## src/rtl/triumph_pkg.sv

```systemverilog
// Shared RV32I decode constants, micro-op encoding and immediate helpers.
// Pure definitions, no timing.
// No handshakes here; consumers own all flow control.
package triumph_pkg;

  localparam int XLEN_DEF = 32;
  localparam int NREG_DEF = 32;
  localparam int OP_W_DEF = 5;

  // Major opcodes
  localparam logic [6:0] OPC_LUI    = 7'b0110111;
  localparam logic [6:0] OPC_AUIPC  = 7'b0010111;
  localparam logic [6:0] OPC_JAL    = 7'b1101111;
  localparam logic [6:0] OPC_JALR   = 7'b1100111;
  localparam logic [6:0] OPC_BRANCH = 7'b1100011;
  localparam logic [6:0] OPC_LOAD   = 7'b0000011;
  localparam logic [6:0] OPC_STORE  = 7'b0100011;
  localparam logic [6:0] OPC_OP_IMM = 7'b0010011;
  localparam logic [6:0] OPC_OP     = 7'b0110011;
  localparam logic [6:0] OPC_FENCE  = 7'b0001111;
  localparam logic [6:0] OPC_SYSTEM = 7'b1110011;

  // funct3 codes
  localparam logic [2:0] F3_ADD_SUB = 3'd0, F3_SLL = 3'd1, F3_SLT = 3'd2, F3_SLTU = 3'd3;
  localparam logic [2:0] F3_XOR = 3'd4, F3_SRL_SRA = 3'd5, F3_OR = 3'd6, F3_AND = 3'd7;
  localparam logic [2:0] F3_BEQ = 3'd0, F3_BNE = 3'd1, F3_BLT = 3'd4, F3_BGE = 3'd5;
  localparam logic [2:0] F3_BLTU = 3'd6, F3_BGEU = 3'd7;
  localparam logic [2:0] F3_LB = 3'd0, F3_LH = 3'd1, F3_LW = 3'd2, F3_LBU = 3'd4, F3_LHU = 3'd5;
  localparam logic [2:0] F3_SB = 3'd0, F3_SH = 3'd1, F3_SW = 3'd2;

  // Micro-ops. Register and immediate ALU forms share a code: R-type carries
  // imm=0 and I-type carries rs2 data=0, so EX can use (rs2 | imm) as operand B.
  localparam logic [OP_W_DEF-1:0] OP_ADD = 5'd0, OP_SUB = 5'd1, OP_SLL = 5'd2, OP_SLT = 5'd3;
  localparam logic [OP_W_DEF-1:0] OP_SLTU = 5'd4, OP_XOR = 5'd5, OP_SRL = 5'd6, OP_SRA = 5'd7;
  localparam logic [OP_W_DEF-1:0] OP_OR = 5'd8, OP_AND = 5'd9, OP_LUI = 5'd10, OP_AUIPC = 5'd11;
  localparam logic [OP_W_DEF-1:0] OP_JAL = 5'd12, OP_JALR = 5'd13;
  localparam logic [OP_W_DEF-1:0] OP_BEQ = 5'd14, OP_BNE = 5'd15, OP_BLT = 5'd16, OP_BGE = 5'd17;
  localparam logic [OP_W_DEF-1:0] OP_BLTU = 5'd18, OP_BGEU = 5'd19;
  localparam logic [OP_W_DEF-1:0] OP_LB = 5'd20, OP_LH = 5'd21, OP_LW = 5'd22, OP_LBU = 5'd23;
  localparam logic [OP_W_DEF-1:0] OP_LHU = 5'd24, OP_SB = 5'd25, OP_SH = 5'd26, OP_SW = 5'd27;
  localparam logic [OP_W_DEF-1:0] OP_FENCE = 5'd28, OP_SYSTEM = 5'd29, OP_ILLEGAL = 5'd31;

  typedef enum logic [2:0] {IMM_NONE, IMM_I, IMM_S, IMM_B, IMM_U, IMM_J} imm_fmt_e;

  // ALU micro-op from funct3; alt selects SUB/SRA
  function automatic logic [OP_W_DEF-1:0] alu_op(input logic [2:0] f3, input logic alt);
    logic [OP_W_DEF-1:0] op;
    case (f3)
      F3_ADD_SUB: op = alt ? OP_SUB : OP_ADD;
      F3_SLL:     op = OP_SLL;
      F3_SLT:     op = OP_SLT;
      F3_SLTU:    op = OP_SLTU;
      F3_XOR:     op = OP_XOR;
      F3_SRL_SRA: op = alt ? OP_SRA : OP_SRL;
      F3_OR:      op = OP_OR;
      default:    op = OP_AND;
    endcase
    return op;
  endfunction

  // Sign-extended immediate in byte units
  function automatic logic [31:0] gen_imm(input imm_fmt_e fmt, input logic [31:0] ir);
    logic [31:0] imm;
    case (fmt)
      IMM_I:   imm = {{20{ir[31]}}, ir[31:20]};
      IMM_S:   imm = {{20{ir[31]}}, ir[31:25], ir[11:7]};
      IMM_B:   imm = {{19{ir[31]}}, ir[31], ir[7], ir[30:25], ir[11:8], 1'b0};
      IMM_U:   imm = {ir[31:12], 12'b0};
      IMM_J:   imm = {{11{ir[31]}}, ir[31], ir[19:12], ir[20], ir[30:21], 1'b0};
      default: imm = '0;
    endcase
    return imm;
  endfunction

endpackage

```

## src/rtl/triumph_regfile.sv

```systemverilog
// Architectural register file: 2 async read ports, 1 sync write port, x0 hardwired.
// Reads are combinational; writes land at the clock edge.
// A read of the address being written returns the write data (write-through).
module triumph_regfile
  import triumph_pkg::*;
#(
  parameter int XLEN = XLEN_DEF,
  parameter int NREG = NREG_DEF
) (
  input  logic            clk_i,
  input  logic            rst_i,
  input  logic [4:0]      ra1_i,
  input  logic [4:0]      ra2_i,
  output logic [XLEN-1:0] rd1_o,
  output logic [XLEN-1:0] rd2_o,
  input  logic            we_i,
  input  logic [4:0]      wa_i,
  input  logic [XLEN-1:0] wd_i
);

  logic [XLEN-1:0] regs_q [NREG];
  logic [XLEN-1:0] regs_d [NREG];

  // Next register contents; x0 never takes a write
  always_comb begin
    for (int i = 0; i < NREG; i++) regs_d[i] = regs_q[i];
    if (we_i && wa_i != '0) regs_d[wa_i] = wd_i;
    regs_d[0] = '0;
  end

  // Register array state
  always_ff @(posedge clk_i or posedge rst_i) begin
    if (rst_i) begin
      for (int i = 0; i < NREG; i++) regs_q[i] <= '0;
    end else begin
      regs_q <= regs_d;
    end
  end

  // Read ports with write-through bypass
  always_comb begin
    rd1_o = regs_q[ra1_i];
    rd2_o = regs_q[ra2_i];
    if (we_i && wa_i == ra1_i) rd1_o = wd_i;
    if (we_i && wa_i == ra2_i) rd2_o = wd_i;
    if (ra1_i == '0) rd1_o = '0;
    if (ra2_i == '0) rd2_o = '0;
  end

endmodule

```

## src/rtl/triumph_id_stage.sv

```systemverilog
// RV32I decode stage: decode, regfile read, RAW interlock, ID/EX register.
// Latency 1: word accepted in cycle N is on ex_* in N+1.
// Stalls (id_ready_o=0) on hazard, on a full ID/EX entry EX won't take, or on flush.
module triumph_id_stage
  import triumph_pkg::*;
#(
  parameter int XLEN = XLEN_DEF,
  parameter int NREG = NREG_DEF,
  parameter int OP_W = OP_W_DEF
) (
  input  logic            clk_i,
  input  logic            rst_i,
  input  logic            instr_valid_i,
  input  logic [31:0]     instr_data_i,
  output logic            id_ready_o,
  input  logic            flush_i,
  output logic [31:0]     opPC_data_o,
  output logic            ex_valid_o,
  input  logic            ex_ready_i,
  output logic [OP_W-1:0] ex_op_o,
  output logic [XLEN-1:0] ex_rs1_data_o,
  output logic [XLEN-1:0] ex_rs2_data_o,
  output logic [XLEN-1:0] ex_imm_o,
  output logic [4:0]      ex_rd_addr_o,
  output logic            ex_rd_we_o,
  output logic            ex_illegal_o,
  input  logic            wb_we_i,
  input  logic [4:0]      wb_waddr_i,
  input  logic [XLEN-1:0] wb_wdata_i
);

  logic [6:0] opc;
  logic [2:0] f3;
  logic [4:0] rs1, rs2, rd;
  imm_fmt_e   dec_fmt;
  logic [OP_W-1:0] dec_op;
  logic       dec_use1, dec_use2, dec_wr, dec_ill;
  logic [XLEN-1:0] rf_rd1, rf_rd2;
  logic       hazard, fire_in, fire_out;

  logic            ex_valid_q, ex_valid_d;
  logic [OP_W-1:0] ex_op_q, ex_op_d;
  logic [XLEN-1:0] ex_rs1_data_q, ex_rs1_data_d;
  logic [XLEN-1:0] ex_rs2_data_q, ex_rs2_data_d;
  logic [XLEN-1:0] ex_imm_q, ex_imm_d;
  logic [4:0]      ex_rd_addr_q, ex_rd_addr_d;
  logic            ex_rd_we_q, ex_rd_we_d;
  logic            ex_illegal_q, ex_illegal_d;
  logic [NREG-1:0] sb_q, sb_d;

  assign opc = instr_data_i[6:0];
  assign f3  = instr_data_i[14:12];
  assign rs1 = instr_data_i[19:15];
  assign rs2 = instr_data_i[24:20];
  assign rd  = instr_data_i[11:7];

  triumph_regfile #(.XLEN(XLEN), .NREG(NREG)) u_regfile (
    .clk_i (clk_i),
    .rst_i (rst_i),
    .ra1_i (rs1),
    .ra2_i (rs2),
    .rd1_o (rf_rd1),
    .rd2_o (rf_rd2),
    .we_i  (wb_we_i),
    .wa_i  (wb_waddr_i),
    .wd_i  (wb_wdata_i)
  );

  // Decode: micro-op, immediate format, operand usage, legality
  always_comb begin
    dec_op   = OP_ILLEGAL;
    dec_fmt  = IMM_NONE;
    dec_use1 = 1'b0;
    dec_use2 = 1'b0;
    dec_wr   = 1'b0;
    dec_ill  = 1'b0;
    case (opc)
      OPC_LUI:   begin dec_op = OP_LUI;   dec_fmt = IMM_U; dec_wr = 1'b1; end
      OPC_AUIPC: begin dec_op = OP_AUIPC; dec_fmt = IMM_U; dec_wr = 1'b1; end
      OPC_JAL:   begin dec_op = OP_JAL;   dec_fmt = IMM_J; dec_wr = 1'b1; end
      OPC_JALR: begin
        dec_op = OP_JALR; dec_fmt = IMM_I; dec_wr = 1'b1; dec_use1 = 1'b1;
        dec_ill = (f3 != 3'd0);
      end
      OPC_BRANCH: begin
        dec_fmt = IMM_B; dec_use1 = 1'b1; dec_use2 = 1'b1;
        case (f3)
          F3_BEQ:  dec_op = OP_BEQ;
          F3_BNE:  dec_op = OP_BNE;
          F3_BLT:  dec_op = OP_BLT;
          F3_BGE:  dec_op = OP_BGE;
          F3_BLTU: dec_op = OP_BLTU;
          F3_BGEU: dec_op = OP_BGEU;
          default: dec_ill = 1'b1;
        endcase
      end
      OPC_LOAD: begin
        dec_fmt = IMM_I; dec_use1 = 1'b1; dec_wr = 1'b1;
        case (f3)
          F3_LB:   dec_op = OP_LB;
          F3_LH:   dec_op = OP_LH;
          F3_LW:   dec_op = OP_LW;
          F3_LBU:  dec_op = OP_LBU;
          F3_LHU:  dec_op = OP_LHU;
          default: dec_ill = 1'b1;
        endcase
      end
      OPC_STORE: begin
        dec_fmt = IMM_S; dec_use1 = 1'b1; dec_use2 = 1'b1;
        case (f3)
          F3_SB:   dec_op = OP_SB;
          F3_SH:   dec_op = OP_SH;
          F3_SW:   dec_op = OP_SW;
          default: dec_ill = 1'b1;
        endcase
      end
      OPC_OP_IMM: begin
        dec_fmt = IMM_I; dec_use1 = 1'b1; dec_wr = 1'b1;
        dec_op = alu_op(f3, (f3 == F3_SRL_SRA) && instr_data_i[30]);
      end
      OPC_OP: begin
        dec_use1 = 1'b1; dec_use2 = 1'b1; dec_wr = 1'b1;
        dec_op = alu_op(f3, instr_data_i[30]);
        dec_ill = (instr_data_i[31:25] != 7'h00) &&
                  !((instr_data_i[31:25] == 7'h20) && (f3 == F3_ADD_SUB || f3 == F3_SRL_SRA));
      end
      OPC_FENCE:  dec_op = OP_FENCE;
      OPC_SYSTEM: dec_op = OP_SYSTEM;
      default:    dec_ill = 1'b1;
    endcase
    if (dec_ill) begin
      dec_op   = OP_ILLEGAL;
      dec_fmt  = IMM_NONE;
      dec_use1 = 1'b0;
      dec_use2 = 1'b0;
      dec_wr   = 1'b0;
    end
  end

  // RAW interlock: pending scoreboard writer (unless retiring now) or producer sitting in ID/EX
  always_comb begin
    hazard = 1'b0;
    if (dec_use1 && rs1 != '0)
      hazard = hazard | (sb_q[rs1] && !(wb_we_i && wb_waddr_i == rs1))
                      | (ex_valid_q && ex_rd_we_q && ex_rd_addr_q == rs1);
    if (dec_use2 && rs2 != '0)
      hazard = hazard | (sb_q[rs2] && !(wb_we_i && wb_waddr_i == rs2))
                      | (ex_valid_q && ex_rd_we_q && ex_rd_addr_q == rs2);
  end

  assign id_ready_o = !hazard && (!ex_valid_q || ex_ready_i) && !flush_i;
  assign fire_in    = instr_valid_i && id_ready_o;
  assign fire_out   = ex_valid_q && ex_ready_i;

  // ID/EX next state and scoreboard update (set after clear so a new producer wins)
  always_comb begin
    ex_valid_d    = ex_valid_q;
    ex_op_d       = ex_op_q;
    ex_rs1_data_d = ex_rs1_data_q;
    ex_rs2_data_d = ex_rs2_data_q;
    ex_imm_d      = ex_imm_q;
    ex_rd_addr_d  = ex_rd_addr_q;
    ex_rd_we_d    = ex_rd_we_q;
    ex_illegal_d  = ex_illegal_q;
    if (flush_i) begin
      ex_valid_d = 1'b0;
    end else if (fire_in) begin
      ex_valid_d    = 1'b1;
      ex_op_d       = dec_op;
      ex_rs1_data_d = dec_use1 ? rf_rd1 : '0;
      ex_rs2_data_d = dec_use2 ? rf_rd2 : '0;
      ex_imm_d      = gen_imm(dec_fmt, instr_data_i);
      ex_rd_addr_d  = dec_wr ? rd : 5'd0;
      ex_rd_we_d    = dec_wr && (rd != '0);
      ex_illegal_d  = dec_ill;
    end else if (fire_out) begin
      ex_valid_d = 1'b0;
    end
    sb_d = sb_q;
    if (wb_we_i) sb_d[wb_waddr_i] = 1'b0;
    if (fire_out && ex_rd_we_q && !flush_i) sb_d[ex_rd_addr_q] = 1'b1;
  end

  // Pipeline and scoreboard registers
  always_ff @(posedge clk_i or posedge rst_i) begin
    if (rst_i) begin
      ex_valid_q    <= 1'b0;
      ex_op_q       <= '0;
      ex_rs1_data_q <= '0;
      ex_rs2_data_q <= '0;
      ex_imm_q      <= '0;
      ex_rd_addr_q  <= '0;
      ex_rd_we_q    <= 1'b0;
      ex_illegal_q  <= 1'b0;
      sb_q          <= '0;
    end else begin
      ex_valid_q    <= ex_valid_d;
      ex_op_q       <= ex_op_d;
      ex_rs1_data_q <= ex_rs1_data_d;
      ex_rs2_data_q <= ex_rs2_data_d;
      ex_imm_q      <= ex_imm_d;
      ex_rd_addr_q  <= ex_rd_addr_d;
      ex_rd_we_q    <= ex_rd_we_d;
      ex_illegal_q  <= ex_illegal_d;
      sb_q          <= sb_d;
    end
  end

  assign ex_valid_o    = ex_valid_q;
  assign ex_op_o       = ex_op_q;
  assign ex_rs1_data_o = ex_rs1_data_q;
  assign ex_rs2_data_o = ex_rs2_data_q;
  assign ex_imm_o      = ex_imm_q;
  assign ex_rd_addr_o  = ex_rd_addr_q;
  assign ex_rd_we_o    = ex_rd_we_q;
  assign ex_illegal_o  = ex_illegal_q;

  // Word-scaled PC offset for PC-relative control transfers only
  assign opPC_data_o = (ex_valid_q && ((ex_op_q >= OP_BEQ && ex_op_q <= OP_BGEU) || ex_op_q == OP_JAL))
                       ? {ex_imm_q[31], ex_imm_q[31], ex_imm_q[31:2]} : 32'd0;

endmodule
```

## config.mk

```make
export PLATFORM = sky130hd
export DESIGN_NAME = triumph_id_stage
export DESIGN_NICKNAME = d
export VERILOG_FILES = /design/src/rtl/triumph_pkg.sv /design/src/rtl/triumph_regfile.sv /design/src/rtl/triumph_id_stage.sv
export SDC_FILE = /design/constraint.sdc
export NUM_CORES = 2
export LEC_CHECK = 0
export BUFFER_PORTS_ARGS = -buffer_cell sky130_fd_sc_hd__buf_4
export CORE_ASPECT_RATIO = 2
export CORE_MARGIN = 10
export CORE_UTILIZATION = 47
export CTS_CLUSTER_DIAMETER = 100
export CTS_CLUSTER_SIZE = 40
export DETAILED_ROUTE_END_ITERATION = 6
export HOLD_SLACK_MARGIN = 0.06
export PLACE_DENSITY = 0.71
export SYNTH_ARGS = -nofsm -noshare
export SYNTH_HDL_FRONTEND = slang
export SYNTH_SLANG_ARGS = --single-unit
```

## constraint.sdc

```tcl
create_clock -name clk_i -period 91.8 [get_ports clk_i]
set_input_delay 18.36 -clock clk_i [delete_from_list [all_inputs] [get_ports clk_i]]
set_output_delay 18.36 -clock clk_i [all_outputs]
set_load 0.02 [all_outputs]
```

==> impl_metrics.yaml <==
worst_setup_path:
  r2r_cells: 10
  crit_end: "id_ready_o"
  cp.required_ps: 73440
  crit_type: "input port to output pin"
  startpoint: "instr_data_i[18]"
  cp.arrival_ps: 21850
  end_kind: "output pin"
  r2r_slack_ps: 88020
  regToRegStartpoint: "sb_q[14]"
  worstReg2RegEnd: "ex_imm_o[4]"
  critPathMaxFanout: 32
  startpoint_type: "input port"
detailed_routing:
  drc_errors: 0
  first_iter_violations: 4238
  vias: 39520
  vias_per_cell: 6.775
  final_antenna_net_count: 0
  wl_per_cell_um: 33.22
  routed_wl_mm: 193.7
  drt_pass1_iterations: 6
placed_design:
  io_buffers: 216
  place_hpwl_mm: 116.0
  dpl_cell_area_sq_um: 63520
  globalplace.congestion: 0.9291
global_route:
  met1_usage_pct: 31.03
  use_met3_pct: 4.995
  grt_first_pass_wirelength_mm: 283.6
  grt.overflow.total: 0
  groute.usage.overall_pct: 26.50
  grt_pass1_vias: 40810
  busiest_layer: "met2"
  gr-usage-met2_pct: 44.64
  antenna_found_initial: 6
  grt_max_degree: 165
timing:
  setup_violations: 0
  finalSetupTns_ps: 0
  tightest_slew_ps: 1137
  clock.fmax_mhz: 24.87
  finClkSkew_ps: 36.23
  finalHoldViolCount: 0
  drv_slew: 0
  whs_ps: 509.0
  maxSlewHeadroom_pct: 24.21
  period_share_pct: 43.80
  finalWorstPathRequiredPeriod_ps: 40210
  rsz0062_at_grt: "false"
synth:
  synth_cells: 4254
  synth_fp_nets: 4329
  syn_area_per_cell_sq_um: 14.26
  seq_area_frac_synth_pct: 46.74
  ys_types: 59
  synth-edff-count: 0
  synth.yosys.warnings: 0
  syn-cell-area_sq_um: 60650
  synth_top_flop_cell: "dfrtp_1"
  async_reset_ff_share_pct: 100.0
  ys_seq_elements: 1133
clock_tree:
  cts.path.max_buffers: 3
  cts.reportedPaths.clkPinSlew_ps: 140
  cts_sinks: 1133
  cts_htree_levels: 2
  clkLatencyLatePin_ps: 690
  cts_tree: "done"
  numCtsBuffers: 34
  cts.hold.buffers_added: 0
  ctsResizeCount: 0
  post_cts.repair.setup_buffers: 0
  root_buffer: "clkbuf_16"
finish:
  fillCellCount: 10770
  drive_above_1_share_pct: 47.12
  final_cell_area_sq_um: 64490
  fin_nets: 4209
  syn2layout_area_growth_pct: 6.329
  post-route-util_pct: 50.29
power:
  power_leakage_nw: 27.54
  fin_total_pwr_mw: 1.152
  power.density_nw_per_um2: 17.86
  irDropWorstVdd_mv: 0.01473
floorplan:
  start_util_pct: 47.30
  die_h_um: 528.0
  coreArea_sq_um: 128200
  die_w_um: 274.0
  io_pins: 217
  die_area_sq_um: 144700
  rows: 186
hold_path:
  worst_hold_path_type: "flip-flop to flip-flop"
run:
  drv_cap: 0
outcome:
  status: "finished clean"
[synthesized netlist by cell type (all sizes together) (8+ instances only)]
cell    number  area share, %
a22oi       33           0.41
a21oi      160            1.3
mux4       512             19
a211oi      32           0.40
mux2i       78            1.3
a221oi      78            1.1
nand2       83           0.51
nor2        69           0.43
and3        34           0.35
buf        132            1.0
inv         38           0.24
mux2      1140             21
nand3       55           0.45
o21ai       75           0.62
xor2        10           0.14
nand2b       8          0.083
nor2b       52           0.54
clkbuf     323            2.0
dfrtp     1133             47
xnor2       10           0.14
nor3       116           0.96
[sequential cells by signal (all words and copies together), names as in the netlist]
signal,cells
ex_imm_o,32
ex_valid_o,1
ex_rs1_data_o,32
u_regfile.regs_q,992
ex_illegal_o,1
ex_rd_we_o,1
ex_rs2_data_o,32
ex_rd_addr_o,5
sb_q,32
ex_op_o,5
[layout by cell type, fill, tap and decap left out, drive strengths merged, types with 3 or more instances in the layout]
cell type and count:
a22oi 33, nand3 55, nor4 5, o21ai 75
o211ai 3, nor3 116, o21bai 3, diode 3
a221oi 78, nor2 69, nand4 3, a21oi 160
and3 34, nand2b 8, o22ai 4, o2111ai 3
inv 40, clkbuf 38, and2 5, a211oi 32
mux2 1140, nand2 83, xor2 10, or3 5
xnor2 10, nand4b 3, or4 3, mux4 512
nor2b 52, nand3b 7, buf 299, dfrtp 1133
o31ai 4, nor3b 5, a22o 7, mux2i 78
[worst max-delay path: stages]
cell	delay, ps
buf_4	430
buf_4	670
buf_4	670
nor2b_1	400
a22o_1	210
a211oi_1	50
a21o_1	180
o21ai_1	220
a21oi_2	110
nor3_1	250
buf_4	200
[report_power, final]
| group | leakage (nW) | switching [mW] | internal, mW |
|---|---|---|---|
| clock | 0.477 | 0.155 | 0.0751 |
| combinational | 12.4 | 0.109 | 0.165 |
| sequential | 14.6 | 0.0624 | 0.585 |
| total | 27.5 | 0.326 | 0.825 |
[how the worst min path moves through the flow]
| stage | endpoint | cells after the start | start | slack, ps |
|---|---|---|---|---|
| detailed placement | ex_imm_o[0] | 1 | ex_imm_o[0] | 480 |
| floorplan | sb_q[10] | 2 | sb_q[10] | 460 |
| CTS | ex_imm_o[0] | 1 | ex_imm_o[0] | 510 |
| global placement | ex_rs1_data_o[17] | 1 | ex_rs1_data_o[17] | 470 |
| finish | ex_rs2_data_o[20] | 1 | ex_rs2_data_o[20] | 510 |
| global route | ex_rs1_data_o[5] | 1 | ex_rs1_data_o[5] | 520 |
[metal layers]
| metal | wire (um) | vias to the layer above |
|---|---|---|
| li1 | - | 15930 |
| met1 | 69100 | 21180 |
| met4 | 13370 | 4 |
| met2 | 96740 | 1865 |
| met5 | 26 | - |
| met3 | 14510 | 539 |
[layout make-up]
class                      count  area [sq um]  area share (%)
clock buffer                  38         939.7           1.457
clock inverter                 2         28.78         0.04462
timing repair buffer         299          2337           3.624
sequential                  1133         28350           43.96
antenna                        3         7.507         0.01164
tap                         1692          2117           3.283
inverter                      38         150.1          0.2328
multi-input combinational   2628         30560           47.39
[stage by stage]
step           setup WS [ps]  std cells
2_1_floorplan          41530       4254
3_3_place_gp           51640       5790
3_5_place_dp           51690       5790
4_1_cts                51680       5830
5_1_grt                51600       5831
6_report               51590       5833
[cell families (layout without fill, tap and decap cells)]
kind of cell    Yosys count  count (layout)  synth area share [%]
xor+xnor                 20              20                0.2888
fa+ha+maj                 1               1               0.01650
other cells               0               3                     0
mux                    1730            1730                 41.46
flops                  1133            1133                 46.74
simple gates            463             463                 3.886
compound gates          414             414                 4.348
buf+inv                 493             377                 3.253
(Power assumes the default switching activity.)
